<file path="src/rtl/rr_rsp_router_if.sv">
// Bundle of the arbiter grant, resource response and per-requester return
// signals around rr_rsp_router.
interface rr_rsp_router_if #(
  parameter int PORT_NUM   = 16,
  parameter int DATA_WIDTH = 128,
  parameter int DEPTH      = 8
);
  localparam int PW = $clog2(PORT_NUM);
  localparam int CW = $clog2(DEPTH) + 1;

  // arbiter side
  logic                  arb_vld;
  logic [PW-1:0]         arb_port;
  logic                  tag_full;

  // resource response side
  logic                  rsp_vld;
  logic [DATA_WIDTH-1:0] rsp_dat;
  logic                  rsp_rdy;

  // requester return side
  logic [PORT_NUM-1:0]   port_vld;
  logic [DATA_WIDTH-1:0] port_dat;
  logic [PORT_NUM-1:0]   port_rdy;

  // status
  logic [CW-1:0]         outstanding;
  logic                  err_ovf;
  logic                  err_unf;

  // router view
  modport slave (
    input  arb_vld, arb_port, rsp_vld, rsp_dat, port_rdy,
    output tag_full, rsp_rdy, port_vld, port_dat, outstanding, err_ovf, err_unf
  );

  // environment view (arbiter + resource + requesters)
  modport master (
    output arb_vld, arb_port, rsp_vld, rsp_dat, port_rdy,
    input  tag_full, rsp_rdy, port_vld, port_dat, outstanding, err_ovf, err_unf
  );
endinterface

</file>
<file path="src/rtl/rr_rsp_router.sv">
// Return-path router: records granted port indices in an in-order tag FIFO and
// steers each in-order resource response back to the requester that issued it.
module rr_rsp_router #(
  parameter int PORT_NUM   = 16,
  parameter int DATA_WIDTH = 128,
  parameter int DEPTH      = 8
) (
  input  logic            clk,
  input  logic            rst,
  rr_rsp_router_if.slave  bus
);
  localparam int PW = $clog2(PORT_NUM);
  localparam int AW = $clog2(DEPTH);
  localparam int CW = AW + 1;

  logic [PW-1:0]         r_tag_mem [DEPTH];
  logic [AW:0]           r_wr_ptr;
  logic [AW:0]           r_rd_ptr;
  logic                  r_out_vld;
  logic [PW-1:0]         r_out_port;
  logic [DATA_WIDTH-1:0] r_out_dat;
  logic                  r_err_ovf;
  logic                  r_err_unf;

  logic                  w_empty;
  logic                  w_full;
  logic                  w_push;
  logic                  w_pop;
  logic                  w_out_free;
  logic [PW-1:0]         w_head;
  logic [PORT_NUM-1:0]   w_port_vld;

  // Pointers carry a wrap bit so full and empty are distinguishable.
  assign w_empty = (r_wr_ptr == r_rd_ptr);
  assign w_full  = (r_wr_ptr[AW] != r_rd_ptr[AW]) &&
                   (r_wr_ptr[AW-1:0] == r_rd_ptr[AW-1:0]);

  assign w_head     = r_tag_mem[r_rd_ptr[AW-1:0]];
  assign w_out_free = !r_out_vld || bus.port_rdy[r_out_port];
  assign w_push     = bus.arb_vld && !w_full;
  assign w_pop      = bus.rsp_vld && bus.rsp_rdy;

  // Ready never looks at rsp_vld, so the resource sees no combinational loop.
  assign bus.rsp_rdy     = !w_empty && w_out_free;
  assign bus.tag_full    = w_full;
  assign bus.outstanding = CW'(r_wr_ptr - r_rd_ptr);
  assign bus.port_dat    = r_out_dat;
  assign bus.err_ovf     = r_err_ovf;
  assign bus.err_unf     = r_err_unf;

  generate
    for (genvar gi = 0; gi < PORT_NUM; gi++) begin : g_port_vld
      assign w_port_vld[gi] = r_out_vld && (r_out_port == PW'(gi));
    end
  endgenerate

  assign bus.port_vld = w_port_vld;

  // Tag storage needs no reset: only entries between the pointers are read.
  always_ff @(posedge clk) begin
    if (w_push) begin
      r_tag_mem[r_wr_ptr[AW-1:0]] <= bus.arb_port;
    end
  end

  always_ff @(posedge clk) begin
    if (rst) begin
      r_wr_ptr   <= '0;
      r_rd_ptr   <= '0;
      r_out_vld  <= 1'b0;
      r_out_port <= '0;
      r_out_dat  <= '0;
      r_err_ovf  <= 1'b0;
      r_err_unf  <= 1'b0;
    end else begin
      if (w_push) begin
        r_wr_ptr <= r_wr_ptr + 1'b1;
      end
      if (w_pop) begin
        r_rd_ptr   <= r_rd_ptr + 1'b1;
        r_out_vld  <= 1'b1;
        r_out_port <= w_head;
        r_out_dat  <= bus.rsp_dat;
      end else if (r_out_vld && bus.port_rdy[r_out_port]) begin
        // port_dat intentionally keeps its last value after a drain
        r_out_vld <= 1'b0;
      end
      if (bus.arb_vld && w_full) begin
        r_err_ovf <= 1'b1;
      end
      if (bus.rsp_vld && w_empty) begin
        r_err_unf <= 1'b1;
      end
    end
  end
endmodule

</file>
<file path="src/flat_wrapper.sv">
// flat-port wrapper written by rule: the top's interface ports become plain ports
module rr_rsp_router_flat 
#(
  parameter int PORT_NUM   = 16,
  parameter int DATA_WIDTH = 128,
  parameter int DEPTH      = 8
)
  (clk, rst, bus_arb_vld, bus_arb_port, bus_rsp_vld, bus_rsp_dat, bus_port_rdy, bus_tag_full, bus_rsp_rdy, bus_port_vld, bus_port_dat, bus_outstanding, bus_err_ovf, bus_err_unf);
  rr_rsp_router_if #(.PORT_NUM(PORT_NUM), .DATA_WIDTH(DATA_WIDTH), .DEPTH(DEPTH)) bus_i ();
  input  logic clk;
  input  logic rst;
  input wire logic [$bits(bus_i.arb_vld)-1:0] bus_arb_vld;
  input wire logic [$bits(bus_i.arb_port)-1:0] bus_arb_port;
  input wire logic [$bits(bus_i.rsp_vld)-1:0] bus_rsp_vld;
  input wire logic [$bits(bus_i.rsp_dat)-1:0] bus_rsp_dat;
  input wire logic [$bits(bus_i.port_rdy)-1:0] bus_port_rdy;
  output wire logic [$bits(bus_i.tag_full)-1:0] bus_tag_full;
  output wire logic [$bits(bus_i.rsp_rdy)-1:0] bus_rsp_rdy;
  output wire logic [$bits(bus_i.port_vld)-1:0] bus_port_vld;
  output wire logic [$bits(bus_i.port_dat)-1:0] bus_port_dat;
  output wire logic [$bits(bus_i.outstanding)-1:0] bus_outstanding;
  output wire logic [$bits(bus_i.err_ovf)-1:0] bus_err_ovf;
  output wire logic [$bits(bus_i.err_unf)-1:0] bus_err_unf;
  assign bus_i.arb_vld = bus_arb_vld;
  assign bus_i.arb_port = bus_arb_port;
  assign bus_i.rsp_vld = bus_rsp_vld;
  assign bus_i.rsp_dat = bus_rsp_dat;
  assign bus_i.port_rdy = bus_port_rdy;
  assign bus_tag_full = bus_i.tag_full;
  assign bus_rsp_rdy = bus_i.rsp_rdy;
  assign bus_port_vld = bus_i.port_vld;
  assign bus_port_dat = bus_i.port_dat;
  assign bus_outstanding = bus_i.outstanding;
  assign bus_err_ovf = bus_i.err_ovf;
  assign bus_err_unf = bus_i.err_unf;
  rr_rsp_router #(.PORT_NUM(PORT_NUM), .DATA_WIDTH(DATA_WIDTH), .DEPTH(DEPTH)) u_core (.clk(clk), .rst(rst), .bus(bus_i));
endmodule
</file>
<file path="config.mk">
export PLATFORM = sky130hd
export DESIGN_NAME = rr_rsp_router_flat
export DESIGN_NICKNAME = d
export VERILOG_FILES = /design/src/rtl/rr_rsp_router_if.sv /design/src/rtl/rr_rsp_router.sv /design/src/flat_wrapper.sv
export SDC_FILE = /design/constraint.sdc
export NUM_CORES = 1
export LEC_CHECK = 0
export ABC_CLOCK_PERIOD_IN_PS = 3600
export BUFFER_PORTS_ARGS = -buffer_cell sky130_fd_sc_hd__buf_4
export CAP_MARGIN = 20
export CORE_MARGIN = 2
export CORE_UTILIZATION = 51
export DETAILED_ROUTE_END_ITERATION = 6
export PLACE_DENSITY = 0.85
export SKIP_LAST_GASP = 1
export SYNTH_ARGS = -nofsm -noshare
export SYNTH_HDL_FRONTEND = slang
export SYNTH_SLANG_ARGS = --single-unit
</file>
<file path="constraint.sdc">
create_clock -name clk -period 3.6 [get_ports clk]
set_input_delay 0.36 -clock clk [delete_from_list [all_inputs] [get_ports clk]]
set_output_delay 0.36 -clock clk [all_outputs]
set_load 0.02 [all_outputs]
</file>
## Yosys cells after proc, flatten, opt, wreduce, memory -nomap -nowiden

Memory sizes are Yosys's and may differ from the RTL's. A register that Yosys moved wholly into a read port is not among the register bits.
Index checks and enable logic that the tools add are counted.

- Register bits after elaboration: 139
- Bits in latches: 0
- Bits in writable memories: 32
- Memory bits (read-only): 0
- Output and inout port bits: 152
- Word-level logic and storage cells: 64
- Memories: 1

Memories:

| memory | depth | width | read ports | clocked after memory_dff | wr ports | line | source |
|---|---|---|---|---|---|---|---|
| u_core.r_tag_mem | 8 | 4 | 1 | 1 | 1 | rr_rsp_router.sv:16 | `logic [PW-1:0] r_tag_mem [DEPTH];` |

- Add/sub/neg operators: 3
- $mul: 0
- Div/mod/pow operators: 0
- $lt $le $gt $ge: 1
- Equality and inequality tests: 18
- Shift operators: 0
- Multiplexer cells: 6
- Bitwise operators: 0
- Reductions and logical operators: 29

Operator list:

| kind | count |
|---|---|
| equality test 4 bit (second input constant) | 8 |
| logical AND 1 bit | 23 |
| equality test 4 x 3 -> 1 bit (second input constant) | 4 |
| adder 4 x 1 -> 4 bit (second input constant) | 2 |
| equality test 4 x 2 -> 1 bit (second input constant) | 2 |
| < comparator 4 x 5 -> 1 bit (second input constant) | 1 |
| two-way mux 1 bit | 5 |
| binary-select mux 1 bit (select 4 bit) | 1 |
| equality test 4 x 1 -> 1 bit (second input constant) | 1 |
| equality test 4 bit | 1 |
| zero test 4 bit | 1 |
| subtractor 4 bit | 1 |
| equality test 3 bit | 1 |
| zero test 1 bit | 3 |
| nonzero test 2 bit | 1 |
| logical OR 1 bit | 1 |
| inequality test 1 bit | 1 |

## Longest topological paths before layout

- Depth after elaboration: 6
- Depth in mapped cells: 11
- Mapped depth without buffers: 7

## Least setup slack after synthesis

OpenSTA, ideal clock, no wires.

- Path kind: register to register
- From: register u_core.r_rd_ptr[1]
- To: register u_core.r_out_dat[87] (netlist: u_core.bus.port_dat[87])
- Setup time: 70 ps
- Data arrival time: 2,388 ps
- Path slack: 1,141 ps
- Cell stages (with the launch flop): 12
- Path buffers: 4
- Clock period less this slack: 2,459 ps
- Cells stage by stage: dfxtp_1 -> clkbuf_1 -> inv_1 -> ha_1 -> nand3_1 -> nor2_1 -> nor2b_1 -> clkbuf_1 -> clkbuf_1 -> clkbuf_1 -> nand3_1 -> a21oi_1

- Word-level cells in the longest chain between the ends: 4

RTL lines:

| element | line | source |
|---|---|---|
| start, declared | rr_rsp_router.sv:18 | `logic [AW:0] r_rd_ptr;` |
| start signal, assigned | rr_rsp_router.sv:80 | `r_rd_ptr <= r_rd_ptr + 1'b1;` |
| equality test 4 bit | rr_rsp_router.sv:34 | `assign w_empty = (r_wr_ptr == r_rd_ptr);` |
| zero test 1 bit | rr_rsp_router.sv:44 | `assign bus.rsp_rdy = !w_empty && w_out_free;` |
| logical AND 1 bit | rr_rsp_router.sv:44 |  |
| logical AND 1 bit | rr_rsp_router.sv:41 | `assign w_pop = bus.rsp_vld && bus.rsp_rdy;` |
| end signal, assigned | rr_rsp_router.sv:83 | `r_out_dat <= bus.rsp_dat;` |
| end, declared | rr_rsp_router.sv:21 | `logic [DATA_WIDTH-1:0] r_out_dat;` |

No other way between the ends.
A chain may end at the register's enable or synchronous reset.

## Final worst setup path

- From: register u_core.r_out_port[1], read port of u_core.r_tag_mem
- To: output port bus_rsp_rdy

- Word-level cells in the longest chain between the ends: 4

RTL lines:

| element | line | source |
|---|---|---|
| start, declared | rr_rsp_router.sv:20 | `logic [PW-1:0] r_out_port;` |
| binary-select mux 1 bit (select 4 bit) | rr_rsp_router.sv:39 | `assign w_out_free = !r_out_vld \|\| bus.port_rdy[r_out_port];` |
| two-way mux 1 bit (implied by the code) | rr_rsp_router.sv:39 |  |
| logical OR 1 bit | rr_rsp_router.sv:39 |  |
| logical AND 1 bit | rr_rsp_router.sv:44 |  |
| end, declared | flat_wrapper.sv:18 | `output wire logic [$bits(bus_i.rsp_rdy)-1:0] bus_rsp_rdy;` |

No other way between the ends. The select of a mux whose other input is x is not followed.

==> run_results.csv <==
group,metric,value,unit
run_status,status,"complete, no violations",
power,leakage,4.05,nW
setup_path,worstSetupEndpointType,"primary output",
layout,multi_input_area,2860,µm²
setup_path,worstSetupStartpoint,"u_core.r_out_port[1]",
floorplanning,coreArea,13300,µm²
clock_network,htreeDepth,4,
power,vdd_drop_max,0.405,mV
clock_network,cts_setup_buffers,0,
clock_network,cts_buffers,17,
setup_path,cp.arrival,2.85,ns
placed_design,dpl_cell_area,9360,µm²
layout,fin_util,74.8,%
power,p_per_area,552,nW/µm²
clock_network,ctsHoldBuffers,0,
timing,finalCritPeriodShare,89.2,%
yosys,synth-edff-count,32,
placed_design,place_inst,1175,
clock_network,insertion_delay,0.43,ns
floorplanning,die_h,121,µm
global_route,grt_pass1_wl,32.8,mm
timing,fin_skew,0.00991,ns
yosys,ys_seq_area_share,54.5,%
setup_path,worstPathRequired,3.24,ns
global_route,antenna_found_initial,0,
setup_path,start_kind,"flop",
timing,slew_viol_final,0,
yosys,syn_avg_cell_area,9.18,µm²
timing,tns,0,ns
timing,finalCriticalPeriod,3.21,ns
floorplanning,fp.dieArea,14700,µm²
layout,area_growth_syn_to_layout,42.2,%
clock_network,cts.sinks,175,
worst_hold_path,hold_start,"bus_arb_port[3]",
global_route,grt_overflow,0,
placed_design,hpwl,14.1,mm
floorplanning,rows,42,
layout,drive_gt1_share,34.9,%
clock_network,cts-root-buf,"clkbuf_16",
yosys,synthesis.area,7020,µm²
setup_path,timing.rr.start,"u_core.r_out_port[1]",
timing,relSlewSlack,49.5,%
detailed_routing,drc,0,
job,drv_cap,0,
yosys,synth_most_common_cell,"dfxtp_1",
detailed_routing,vias_per_cell,5.68,
detailed_routing,postRouteAntennaNets,0,
layout,fin_cells,1207,
floorplanning,start_util,52.6,%
clock_network,cts_resized,0,
timing,setup_viol,0,
global_route,grt_max_degree,144,
floorplanning,die_x,121,µm
yosys,syn-num-nets,922,
setup_path,r2r_slack,0.79,ns
detailed_routing,vias,6855,
layout,n_antenna_cell,0,
timing,rsz0062_at_grt,"no",
yosys,synth_flop_cell,"dfxtp_1",
timing,worst_slew_pin_slew,0.758,ns
yosys,synth_commonest_cells,"143 x dfxtp_1, 141 x a21oi_1, 131 x nand3_1, 131 x o21ai_0, 69 x clkbuf_1",
clock_network,cts_tree,"yes",
yosys,ys_types,33,
detailed_routing,wl,21.7,mm
layout,layout.nets,1176,
yosys,ys_async_sr_fraction,0,%
yosys,ys_warn_count,0,
layout,fin_area,9980,µm²
yosys,ys_ff_latch,175,
global_route,first_global_vias,6434,
floorplanning,io_pins,304,
setup_path,crit_fanout,84,
timing,fmax,311,MHz
detailed_routing,dr.pass1.iters,5,
layout,seq_area,3820,µm²
placed_design,io_buffers,303,
worst_hold_path,worstHoldPathType,"primary input to flop",
detailed_routing,routedWlPerCell,18.0,µm
layout,nFillCells,976,
yosys,syn_inst,764,
global_route,grt.total_usage,28.3,%
setup_path,worstSetupPathType,"flop to primary output",
detailed_routing,drtIter0Drc,753,
yosys,synth_top_area_cell,"dfxtp_1",
clock_network,clock_path_buffers,2,
yosys,synth.area.top_cells,"dfxtp_1 41%, edfxtp_1 14%, a21oi_1 10%",
clock_network,clk_pin_slew,0.07,ns
yosys,synth_top_cell_area_share,40.8,%
placed_design,place.gp.congestion,0.829,
timing,hold_viol,0,
## power breakdown
part / leakage, nW / internal, mW / switching [mW]
logic: 2.31 / 0.542 / 0.784
clock network: 0.285 / 1.16 / 0.769
registers: 1.46 / 2.16 / 0.0962
## final timing paths
check	depth (start not counted)	to
max	5	bus_rsp_rdy
min	1	u_core.r_tag_mem[0][3]
max reg2reg	5	u_core.r_rd_ptr[3]
min reg2reg	2	u_core.bus.port_dat[105]
## per-stage QoR
stage / setup slack [ns] / power [mW] / hold WS (ns)
CTS: 0.386 / 5.53 / 0.158
finish: 0.389 / 5.51 / 0.174
detailed placement: 0.778 / 3.61 / 0.461
global placement: 0.915 / 3.58 / 0.453
floorplan: 1.14 / 3.05 / 0.459
global route: 0.241 / 5.72 / 0.173
## logic make-up (layout without fill, tap and decap cells)
logic type / after synthesis / count (layout) / synth area share (%)
xor+xnor: 6 / 6 / 0.749
simple gates: 183 / 183 / 12.7
buf+inv: 87 / 354 / 5.10
fa+ha+maj: 6 / 6 / 1.18
flops: 175 / 175 / 54.5
compound gates: 284 / 284 / 20.7
mux: 23 / 23 / 5.06
## sequential cells by signal, indices dropped and copies added (netlist names)
signal / cells
u_core.r_rd_ptr: 4
u_core.r_tag_mem: 32
u_core.r_out_port: 4
u_core.r_wr_ptr: 4
u_core.bus.err_unf: 1
u_core.bus.port_dat: 128
u_core.bus.err_ovf: 1
u_core.r_out_vld: 1
## cell usage in the layout, fill, tap and decap left out, drive strengths merged
cell,instances
a22oi,1
nor2b,2
o211ai,2
o21ai,132
clkinvlp,6
a211oi,4
xnor2,4
edfxtp,32
o31ai,1
fa,1
a21o,1
nor2,27
mux4,10
nand3,131
nand2,7
bufinv,4
ha,5
mux2i,13
nand2b,6
or3,2
xor2,2
buf,315
and2,1
or4,1
nor3,6
inv,9
a22o,1
clkinv,2
o21a,1
dfxtp,143
a21oi,141
clkbuf,18
## layout make-up
cell class              count  share of cell area [%]
flip-flops and latches    175                    38.3
clock buffers              18                    4.30
repair buffers            315                    24.3
multi-input cells         502                    28.7
inverters                   7                   0.263
clock inverters            14                    1.89
well taps                 176                    2.21
## critical path, stage by stage, from the launching register on
cell and delay (ns):
dfxtp_1 0.74, mux2i_1 0.19, mux4_2 0.54, a22o_4 0.52, nor2_1 0.25, buf_4 0.17
## metal layers
layer	global-route usage, %	wire [µm]	vias up
li1	-	-	3268
met1	32.8	8290	3206
met2	47.9	10800	317
met3	8.22	1780	64
met4	14.3	899	0
met5	0	0	-
No activity file was read; power rests on OpenSTA's default activity.
